## config.mk

```make
export PLATFORM = sky130hd
export DESIGN_NAME = fp_unit_arbiter
export DESIGN_NICKNAME = d
export VERILOG_FILES = /design/src/rtl/fp_unit_arbiter.sv
export SDC_FILE = /design/constraint.sdc
export NUM_CORES = 1
export LEC_CHECK = 0
export ABC_AREA = 1
export BUFFER_PORTS_ARGS = -buffer_cell sky130_fd_sc_hd__buf_4
export CAP_MARGIN = 10
export CELL_PAD_IN_SITES_DETAIL_PLACEMENT = 1
export CELL_PAD_IN_SITES_GLOBAL_PLACEMENT = 1
export CORE_AREA = 2 2 183 185
export DETAILED_ROUTE_END_ITERATION = 8
export DIE_AREA = 0 0 185 187
export PLACE_DENSITY_LB_ADDON = 0.1
export SYNTH_ARGS = -nofsm -noshare
export SYNTH_HDL_FRONTEND = slang
export SYNTH_SLANG_ARGS = --single-unit
```

## constraint.sdc

```tcl
create_clock -name clk -period 3 [get_ports clk]
set_input_delay 0.15 -clock clk [delete_from_list [all_inputs] [get_ports clk]]
set_output_delay 0.15 -clock clk [all_outputs]
set_load 0.02 [all_outputs]
```

## src/rtl/fp_unit_arbiter.sv

```systemverilog
// Round-robin arbiter/sequencer sharing one multi-cycle floating-point unit among NREQ requesters.
// Define FP_ARB_TIMEOUT_EN to add a WAIT watchdog that aborts a job after TIMEOUT cycles.
module fp_unit_arbiter #(
    parameter int NREQ     = 4,
    parameter int fp_width = 32,
    parameter int op_width = 8,
    parameter int TIMEOUT  = 64
) (
    input  logic                       clk,
    input  logic                       rst,
    input  logic [NREQ-1:0]            req,
    input  logic [NREQ*op_width-1:0]   req_op,
    input  logic [NREQ*fp_width-1:0]   req_dataa,
    input  logic [NREQ*fp_width-1:0]   req_datab,
    output logic [NREQ-1:0]            grant,
    output logic [NREQ-1:0]            req_done,
    output logic [fp_width-1:0]        req_result,
    output logic                       req_err,
    output logic                       busy,
    output logic                       fp_clk_en,
    output logic                       fp_start,
    output logic [op_width-1:0]        fp_n,
    output logic [fp_width-1:0]        fp_dataa,
    output logic [fp_width-1:0]        fp_datab,
    output logic                       fp_reset_req,
    input  logic                       fp_done,
    input  logic [fp_width-1:0]        fp_result
);
    localparam int IDXW = (NREQ > 1) ? $clog2(NREQ) : 1;

    typedef enum logic [1:0] {IDLE, ISSUE, WAIT, RESP} state_t;

    state_t                state_q, state_d;
    logic [IDXW-1:0]       last_grant_q, last_grant_d;
    logic [IDXW-1:0]       owner_q, owner_d;
    logic [NREQ-1:0]       grant_q, grant_d;
    logic [op_width-1:0]   fp_n_q, fp_n_d;
    logic [fp_width-1:0]   dataa_q, dataa_d;
    logic [fp_width-1:0]   datab_q, datab_d;
    logic [fp_width-1:0]   result_q, result_d;

    logic                  found;
    logic [IDXW-1:0]       win_idx;
    logic [NREQ-1:0]       win_oh;
    logic [op_width-1:0]   win_op;
    logic [fp_width-1:0]   win_a;
    logic [fp_width-1:0]   win_b;

    // Two passes over the requesters: first those above last_grant, then the wrap-around.
    always_comb begin
        found   = 1'b0;
        win_idx = '0;
        win_oh  = '0;
        win_op  = '0;
        win_a   = '0;
        win_b   = '0;
        for (int k = 0; k < 2 * NREQ; k++) begin
            if (!found && req[k % NREQ] &&
                ((k < NREQ) ? ((k % NREQ) > int'(last_grant_q))
                            : ((k % NREQ) <= int'(last_grant_q)))) begin
                found              = 1'b1;
                win_idx            = IDXW'(k % NREQ);
                win_oh[k % NREQ]   = 1'b1;
                win_op             = req_op[(k % NREQ) * op_width +: op_width];
                win_a              = req_dataa[(k % NREQ) * fp_width +: fp_width];
                win_b              = req_datab[(k % NREQ) * fp_width +: fp_width];
            end
        end
    end

`ifdef FP_ARB_TIMEOUT_EN
    localparam int CNTW = $clog2(TIMEOUT + 1);
    logic [CNTW-1:0] cnt_q, cnt_d;
    logic            err_q, err_d;
    logic            tmo_hit;
`endif

    always_comb begin
        state_d      = state_q;
        last_grant_d = last_grant_q;
        owner_d      = owner_q;
        grant_d      = grant_q;
        fp_n_d       = fp_n_q;
        dataa_d      = dataa_q;
        datab_d      = datab_q;
        result_d     = result_q;
        fp_start     = 1'b0;
        fp_clk_en    = 1'b0;
        req_done     = '0;
`ifdef FP_ARB_TIMEOUT_EN
        cnt_d        = cnt_q;
        err_d        = err_q;
        tmo_hit      = 1'b0;
`endif
        unique case (state_q)
            IDLE: begin
                if (found) begin
                    owner_d = win_idx;
                    grant_d = win_oh;
                    fp_n_d  = win_op;
                    dataa_d = win_a;
                    datab_d = win_b;
                    state_d = ISSUE;
`ifdef FP_ARB_TIMEOUT_EN
                    cnt_d   = '0;
                    err_d   = 1'b0;
`endif
                end
            end
            ISSUE: begin
                fp_start  = 1'b1;
                fp_clk_en = 1'b1;
                state_d   = WAIT;
            end
            WAIT: begin
                fp_clk_en = 1'b1;
                if (fp_done) begin
                    result_d = fp_result;
                    state_d  = RESP;
`ifdef FP_ARB_TIMEOUT_EN
                end else if (cnt_q == CNTW'(TIMEOUT - 1)) begin
                    tmo_hit  = 1'b1;
                    result_d = '0;
                    err_d    = 1'b1;
                    state_d  = RESP;
                end else begin
                    cnt_d    = cnt_q + CNTW'(1);
`endif
                end
            end
            RESP: begin
                req_done     = grant_q;
                last_grant_d = owner_q;
                grant_d      = '0;
                state_d      = IDLE;
            end
            default: state_d = IDLE;
        endcase
    end

    always_ff @(posedge clk or posedge rst) begin
        if (rst) begin
            state_q      <= IDLE;
            last_grant_q <= IDXW'(NREQ - 1);
            owner_q      <= '0;
            grant_q      <= '0;
            fp_n_q       <= '0;
            dataa_q      <= '0;
            datab_q      <= '0;
            result_q     <= '0;
        end else begin
            state_q      <= state_d;
            last_grant_q <= last_grant_d;
            owner_q      <= owner_d;
            grant_q      <= grant_d;
            fp_n_q       <= fp_n_d;
            dataa_q      <= dataa_d;
            datab_q      <= datab_d;
            result_q     <= result_d;
        end
    end

`ifdef FP_ARB_TIMEOUT_EN
    always_ff @(posedge clk or posedge rst) begin
        if (rst) begin
            cnt_q <= '0;
            err_q <= 1'b0;
        end else begin
            cnt_q <= cnt_d;
            err_q <= err_d;
        end
    end

    assign fp_reset_req = tmo_hit;
    assign req_err      = err_q & (state_q == RESP);
`else
    logic unused_timeout;
    assign unused_timeout = ^TIMEOUT;
    assign fp_reset_req   = 1'b0;
    assign req_err        = 1'b0;
`endif

    assign grant      = grant_q;
    assign req_result = result_q;
    assign busy       = (state_q != IDLE);
    assign fp_n       = fp_n_q;
    assign fp_dataa   = dataa_q;
    assign fp_datab   = datab_q;

endmodule

```

==> results of run 1 <==
synth_stat cells:
cell type,n,area share
nor2_1,507,0.22
nand2_1,243,0.11
nand3_1,222,0.13
inv_1,160,0.069
dfrtp_1,112,0.32
a21oi_1,72,0.041
buf_2,42,0.024
clkbuf_1,39,0.017
mux2_2,33,0.043
o21ai_0,7,0.0040
ha_1,5,0.0072
buf_4,4,0.0035
buf_1,3,0.0013
inv_2,3,0.0013
nand2_2,3,0.0022
dfstp_2,2,0.0061
nor2_2,2,0.0014
conb_1,1,0.00043
nand3_2,1,0.0012
nand4_1,1,0.00072
nand4_2,1,0.0014
worst max-delay path, stage by stage, from the launching register on:
cell     delay (ps)
dfstp_2         540
inv_1            60
nand2_2         120
nand3_2         150
nor2_4          140
buf_4           340
nand4_4         130
buf_12          230
nor2_1          170
nor2_1           60
a21oi_1         140
repair_timing:
item,4_1_cts,5_1_grt
endpoints found under the hold margin,57,0
hold buffers,33,0
gates resized for setup,0,0
final cells by class:
| class | count | area [µm²] | share of cell area |
|---|---|---|---|
| diodes | 5 | 12.51 | 0.0009383 |
| inverters | 163 | 616.8 | 0.04626 |
| well taps | 448 | 560.5 | 0.04203 |
| flip-flops and latches | 114 | 2855 | 0.2141 |
| multi-input cells | 1099 | 4877 | 0.3657 |
| repair buffers | 498 | 3871 | 0.2903 |
| clock buffers | 18 | 429.2 | 0.03218 |
| clock inverters | 14 | 112.6 | 0.008444 |
metal layers:
metal	vias to the layer above	global-route usage	wire (µm)
met4	0	0.09646	1377
li1	5372	-	-
met1	5364	0.2968	18260
met2	310	0.4398	21320
met5	-	0	0
met3	62	0.05763	2476
kinds of logic (layout without fill, tap and decap cells):
| kind of cell | Yosys count | count (layout) |
|---|---|---|
| AND/OR/NAND/NOR | 980 | 980 |
| buffers and inverters | 251 | 693 |
| flip-flops | 114 | 114 |
| AO/OA/AOI/OAI | 79 | 79 |
| other | 1 | 7 |
| multiplexers | 33 | 33 |
| adder cells (fa/ha/maj) | 5 | 5 |
state kept, by name, indices dropped and copies added, names as in the netlist:
signal	cells
fp_dataa	32
fp_datab	32
req_result	32
fp_n	8
grant	4
last_grant_q	2
owner_q	2
state_q	2
worst paths after layout:
path,end,cells past startpoint,startpoint,slack (ps)
worst max-delay path,fp_datab[28]$_DFFE_PP0P_,10,last_grant_q[1]$_DFFE_PP1P_,740
worst min-delay path,fp_datab[19]$_DFFE_PP0P_,5,req_datab[83],90
worst max register to register,fp_datab[28]$_DFFE_PP0P_,10,last_grant_q[1]$_DFFE_PP1P_,740
worst min register to register,req_result[25]$_DFFE_PP0P_,1,req_result[25]$_DFFE_PP0P_,510
max in group asynchronous,req_result[25]$_DFFE_PP0P_,4,rst,1690
min in group asynchronous,fp_dataa[28]$_DFFE_PP0P_,3,rst,420
per-stage QoR:
step | utilization | setup WS, ps
finish | 0.4058 | 743.8
global route | 0.4058 | 554.3
CTS | 0.4054 | 724.0
detailed placement | 0.3789 | 737.6
global placement | 0.3789 | 811.8
floorplan | - | 1276
report_power, final:
group	switching [mW]	total, mW	leakage [nW]	internal (mW)
combinational	4.03	6.64	5.67	2.61
clock	0.856	1.92	0.249	1.06
sequential	0.506	2.86	1.31	2.36
total	5.39	11.4	7.23	6.03
==> impl_metrics.toml, run 1 <==
[outcome]
status = "complete, no violations"

[sta]
fin_setup_tns_ps = 0
finalHoldViolations = 0
finalClockSkew_ps = 7.505
maxSlewViolCount = 0
worst_pin_slew_ps = 1053
max-slew-margin-rel = 0.2980
rsz0062_at_grt = "no"
fin_crit_sh = 0.7521
setup-violations-final = 0
fmax_ghz = 0.4432
whs_ps = 90.61
min_period_ps = 2256

[cts]
cts-htree-levels = 4
clockRootBuffer = "clkbuf_16"
cts_buffers = 17
post_cts_buffers = 0
insertion_delay_ps = 440
clockBufferDepth = 2
path_clk_slew_ps = 60
cts.sinks = 114
cts_tree = "yes"

[synth]
synthMuxAreaShare = 0.04279
synth.yosys.seq_area_share = 0.3288
synthXorXnorAreaFrac = 0
yosys_warnings = 0
yosys.area_share.simple = 0.4590
yosys.area_share.adder = 0.007204
synthDistinctLibCells = 21
syn_inst = 1463
netlist_area_um2 = 8685
synth-compound-area-share = 0.04553
syn-mean-instance-area_um2 = 5.936
synth_top_family_by_area = "simple AND/OR/NAND/NOR gates"
synth_seq_cells = 114

[power]
p_leak_nw = 7.232
p_per_area_nw_per_um2 = 856.3
ir_drop_uv = 603.7
p_total_mw = 11.42

[floorplanning]
start_util = 0.2643
die_w_um = 185
rows = 67
die_y_um = 187
num_io_pins = 444
design.core.area_um2 = 32860
die_area_um2 = 34600

[route]
drt_pass1_iterations = 4
wl_per_cell_um = 18.41
postRouteAntennaNets = 0
routed_via_density = 4.709
drt-total-wl_um = 43430
drtIter0Drc = 459
vias = 11108
drc = 0

[layout]
fin_cells = 2359
finish.net_count = 2225
fillers = 4361
layout_commonest_cell = "nor2_1"
design_area_um2 = 13340
area_delta_synth_final_pct = 53.55
final_cell_mix = "nor2_1, buf_4, nand2_1"
layout-drive-gt1-share = 0.2854

[grt]
grt_start_max_net_pins = 80
grt_pass1_vias = 11837
grt_first_pass_wirelength_um = 66450
track_usage = 0.2515
overflow = 0
antenna_found_initial = 5

[place]
place_inst = 2289
portBuffers = 441
dp.final_hpwl_um = 29140
gp_congestion = 0.8001
placed_cell_area_um2 = 12450

[setup_path]
cp.required_ps = 3360
start_kind = "register"
path_class = "reg -> reg"
crit_fanout = 73
end_kind = "register"
cp.arrival_ps = 2620

[job]
maxCapViolCount = 0

[worst_hold_path]
hp-class = "in -> reg"
No activity file was read; power rests on OpenSTA's default activity.
==> inputs of run 2 (changes only) <==
CORE_AREA = 2 2 174 176   (was 2 2 183 185)
DIE_AREA = 0 0 176 178   (was 0 0 185 187)
clock period = 2.25 ns   (was 3 ns; I/O delays follow)
==> run 2 against run 1 <==
Non-clock buffer count up 6. Highest routed layer unchanged. Critical path depth shrank 1. Largest cell class unchanged. Clock skew rose by 4.7 ps. Sequential share of layout area fell by 0.11 points.
==> impl_metrics.toml, run 2 (same netlist as run 1, synthesis figures left out) <==
[setup_path]
start_kind = "register"
cp_top_family = "simple AND/OR/NAND/NOR gates"
end_kind = "register"
cpPeakStageDelay_ps = 540
crit_buf_inv = 2
cp.arrival_ps = 2400
slowest_stage = "dfstp_2"
path_cells = "inv_1 > nand2_2 > nand3_2 > nor2_4 > buf_4 > nand3_1 > nand3_1 > nor2_1 > a21oi_1"
crit_path_frequent_cell = "nand3_1"
crit_fanout = 40
cp.required_ps = 2600
path_class = "reg -> reg"

[layout]
design_area_um2 = 13410
layout-drive-gt1-share = 0.2882
finish.net_count = 2231
final_cell_mix = "nor2_1, buf_4, nand2_1"
layout_commonest_cell = "nor2_1"
fin_cells = 2304
postLayoutCoreUtil = 0.4560
area_delta_synth_final_pct = 54.37

[route]
drt_pass1_iterations = 5
wl_per_cell_um = 18.57
postRouteAntennaNets = 0
drt-total-wl_um = 42790
drc = 0
drtIter0Drc = 411
vias = 11195
routed_via_density = 4.859

[place]
placed_cell_area_um2 = 12480
place_inst = 2237
portBuffers = 441
dp.final_hpwl_um = 29750
gp_congestion = 0.8137

[worst_hold_path]
hp-class = "in -> reg"

[power]
p_per_area_nw_per_um2 = 1160
ir_drop_uv = 527.5
p_leak_nw = 7.308

[grt]
grt_pass1_vias = 12001
grt_start_max_net_pins = 73
overflow = 0
grt_first_pass_wirelength_um = 65340
track_usage = 0.2695
antenna_found_initial = 2

[sta]
finalClockSkew_ps = 12.20
min_period_ps = 2050
setup-violations-final = 0
finalHoldViolations = 0
worst_pin_slew_ps = 1042
fin_setup_tns_ps = 0
fmax_ghz = 0.4878
maxSlewViolCount = 0
max-slew-margin-rel = 0.3054
rsz0062_at_grt = "no"
fin_crit_sh = 0.9112

[outcome]
status = "complete, no violations"

[cts]
clockRootBuffer = "clkbuf_16"
cts-htree-levels = 4
cts_buffers = 17
path_clk_slew_ps = 70
clockBufferDepth = 2
cts.sinks = 114
insertion_delay_ps = 430
cts_tree = "yes"

[job]
maxCapViolCount = 0

[floorplanning]
rows = 63
design.core.area_um2 = 29400
die_area_um2 = 31330
num_io_pins = 444
start_util = 0.2954
die_w_um = 176
die_y_um = 178
-- run 2: changes by cell type in the layout (fill, tap and decap cells not counted), sizes merged --
cell	delta
clkbuf	-1
buf	+6
inv	+3
diode	-3
clkinvlp	-1
bufinv	+2
clkinv	-3
-- run 2: path summary, 6_finish.rpt --
kind                                              from                  endpoint  slack, ps  cells past startpoint
setup / recovery           last_grant_q[1]$_DFFE_PP1P_  fp_dataa[22]$_DFFE_PP0P_        200                      9
hold / removal                          req_dataa[115]  fp_dataa[19]$_DFFE_PP0P_         70                      5
setup reg to reg           last_grant_q[1]$_DFFE_PP1P_  fp_dataa[22]$_DFFE_PP0P_        200                      9
hold reg to reg                 owner_q[1]$_DFFE_PP0P_    owner_q[1]$_DFFE_PP0P_        500                      2
max in group asynchronous                          rst  fp_dataa[24]$_DFFE_PP0P_       1270                      4
min in group asynchronous                          rst  fp_dataa[25]$_DFFE_PP0P_        140                      3
-- run 2: power breakdown --
part / internal [mW] / total, mW / switching (mW) / leakage, nW
Combinational: 3.58 / 8.96 / 5.39 / 5.72
Sequential: 3.14 / 3.81 / 0.673 / 1.31
Clock: 1.64 / 2.78 / 1.15 / 0.276
-- run 2: worst reg2reg max path: stages, from the launching register on --
cell and delay [ps]:
dfstp_2 540, inv_1 60, nand2_2 120, nand3_2 150, nor2_4 130, buf_4 480
nand3_1 180, nand3_1 120, nor2_1 50, a21oi_1 150
-- run 2: layer usage --
| metal | vias to the layer above | routed length, µm | GRT usage |
|---|---|---|---|
| li1 | 5381 | - | - |
| met5 | - | 0 | 0 |
| met3 | 69 | 2358 | 0.05477 |
| met1 | 5399 | 17600 | 0.3145 |
| met4 | 0 | 1403 | 0.09883 |
| met2 | 346 | 21430 | 0.4880 |
-- run 2: cell type report --
class	count	area, µm²
fillers	3945	16000
flip-flops and latches	114	2855
inverters	163	615.6
repair buffers	504	3983
clock buffers	17	425.4
multi-input cells	1099	4877
diodes	2	5.005
clock inverters	15	157.7
well taps	390	488.0
-- run 2: timing repair --
action                                  CTS  global route
hold endpoints to repair                144             0
endpoints found under the setup margin    0             1
gates resized for setup                   0             1
setup buffers                             0             0
hold buffers                             33             0
-- run 2: through the flow --
stage,power (mW),setup slack (ps),hold slack [ps]
global placement,12.53,297.3,1.123
CTS,15.69,201.4,51.42
finish,15.56,199.9,68.31
detailed placement,12.80,228.4,3.410
floorplan,8.861,525.7,263.0
global route,16.67,6.583,71.23
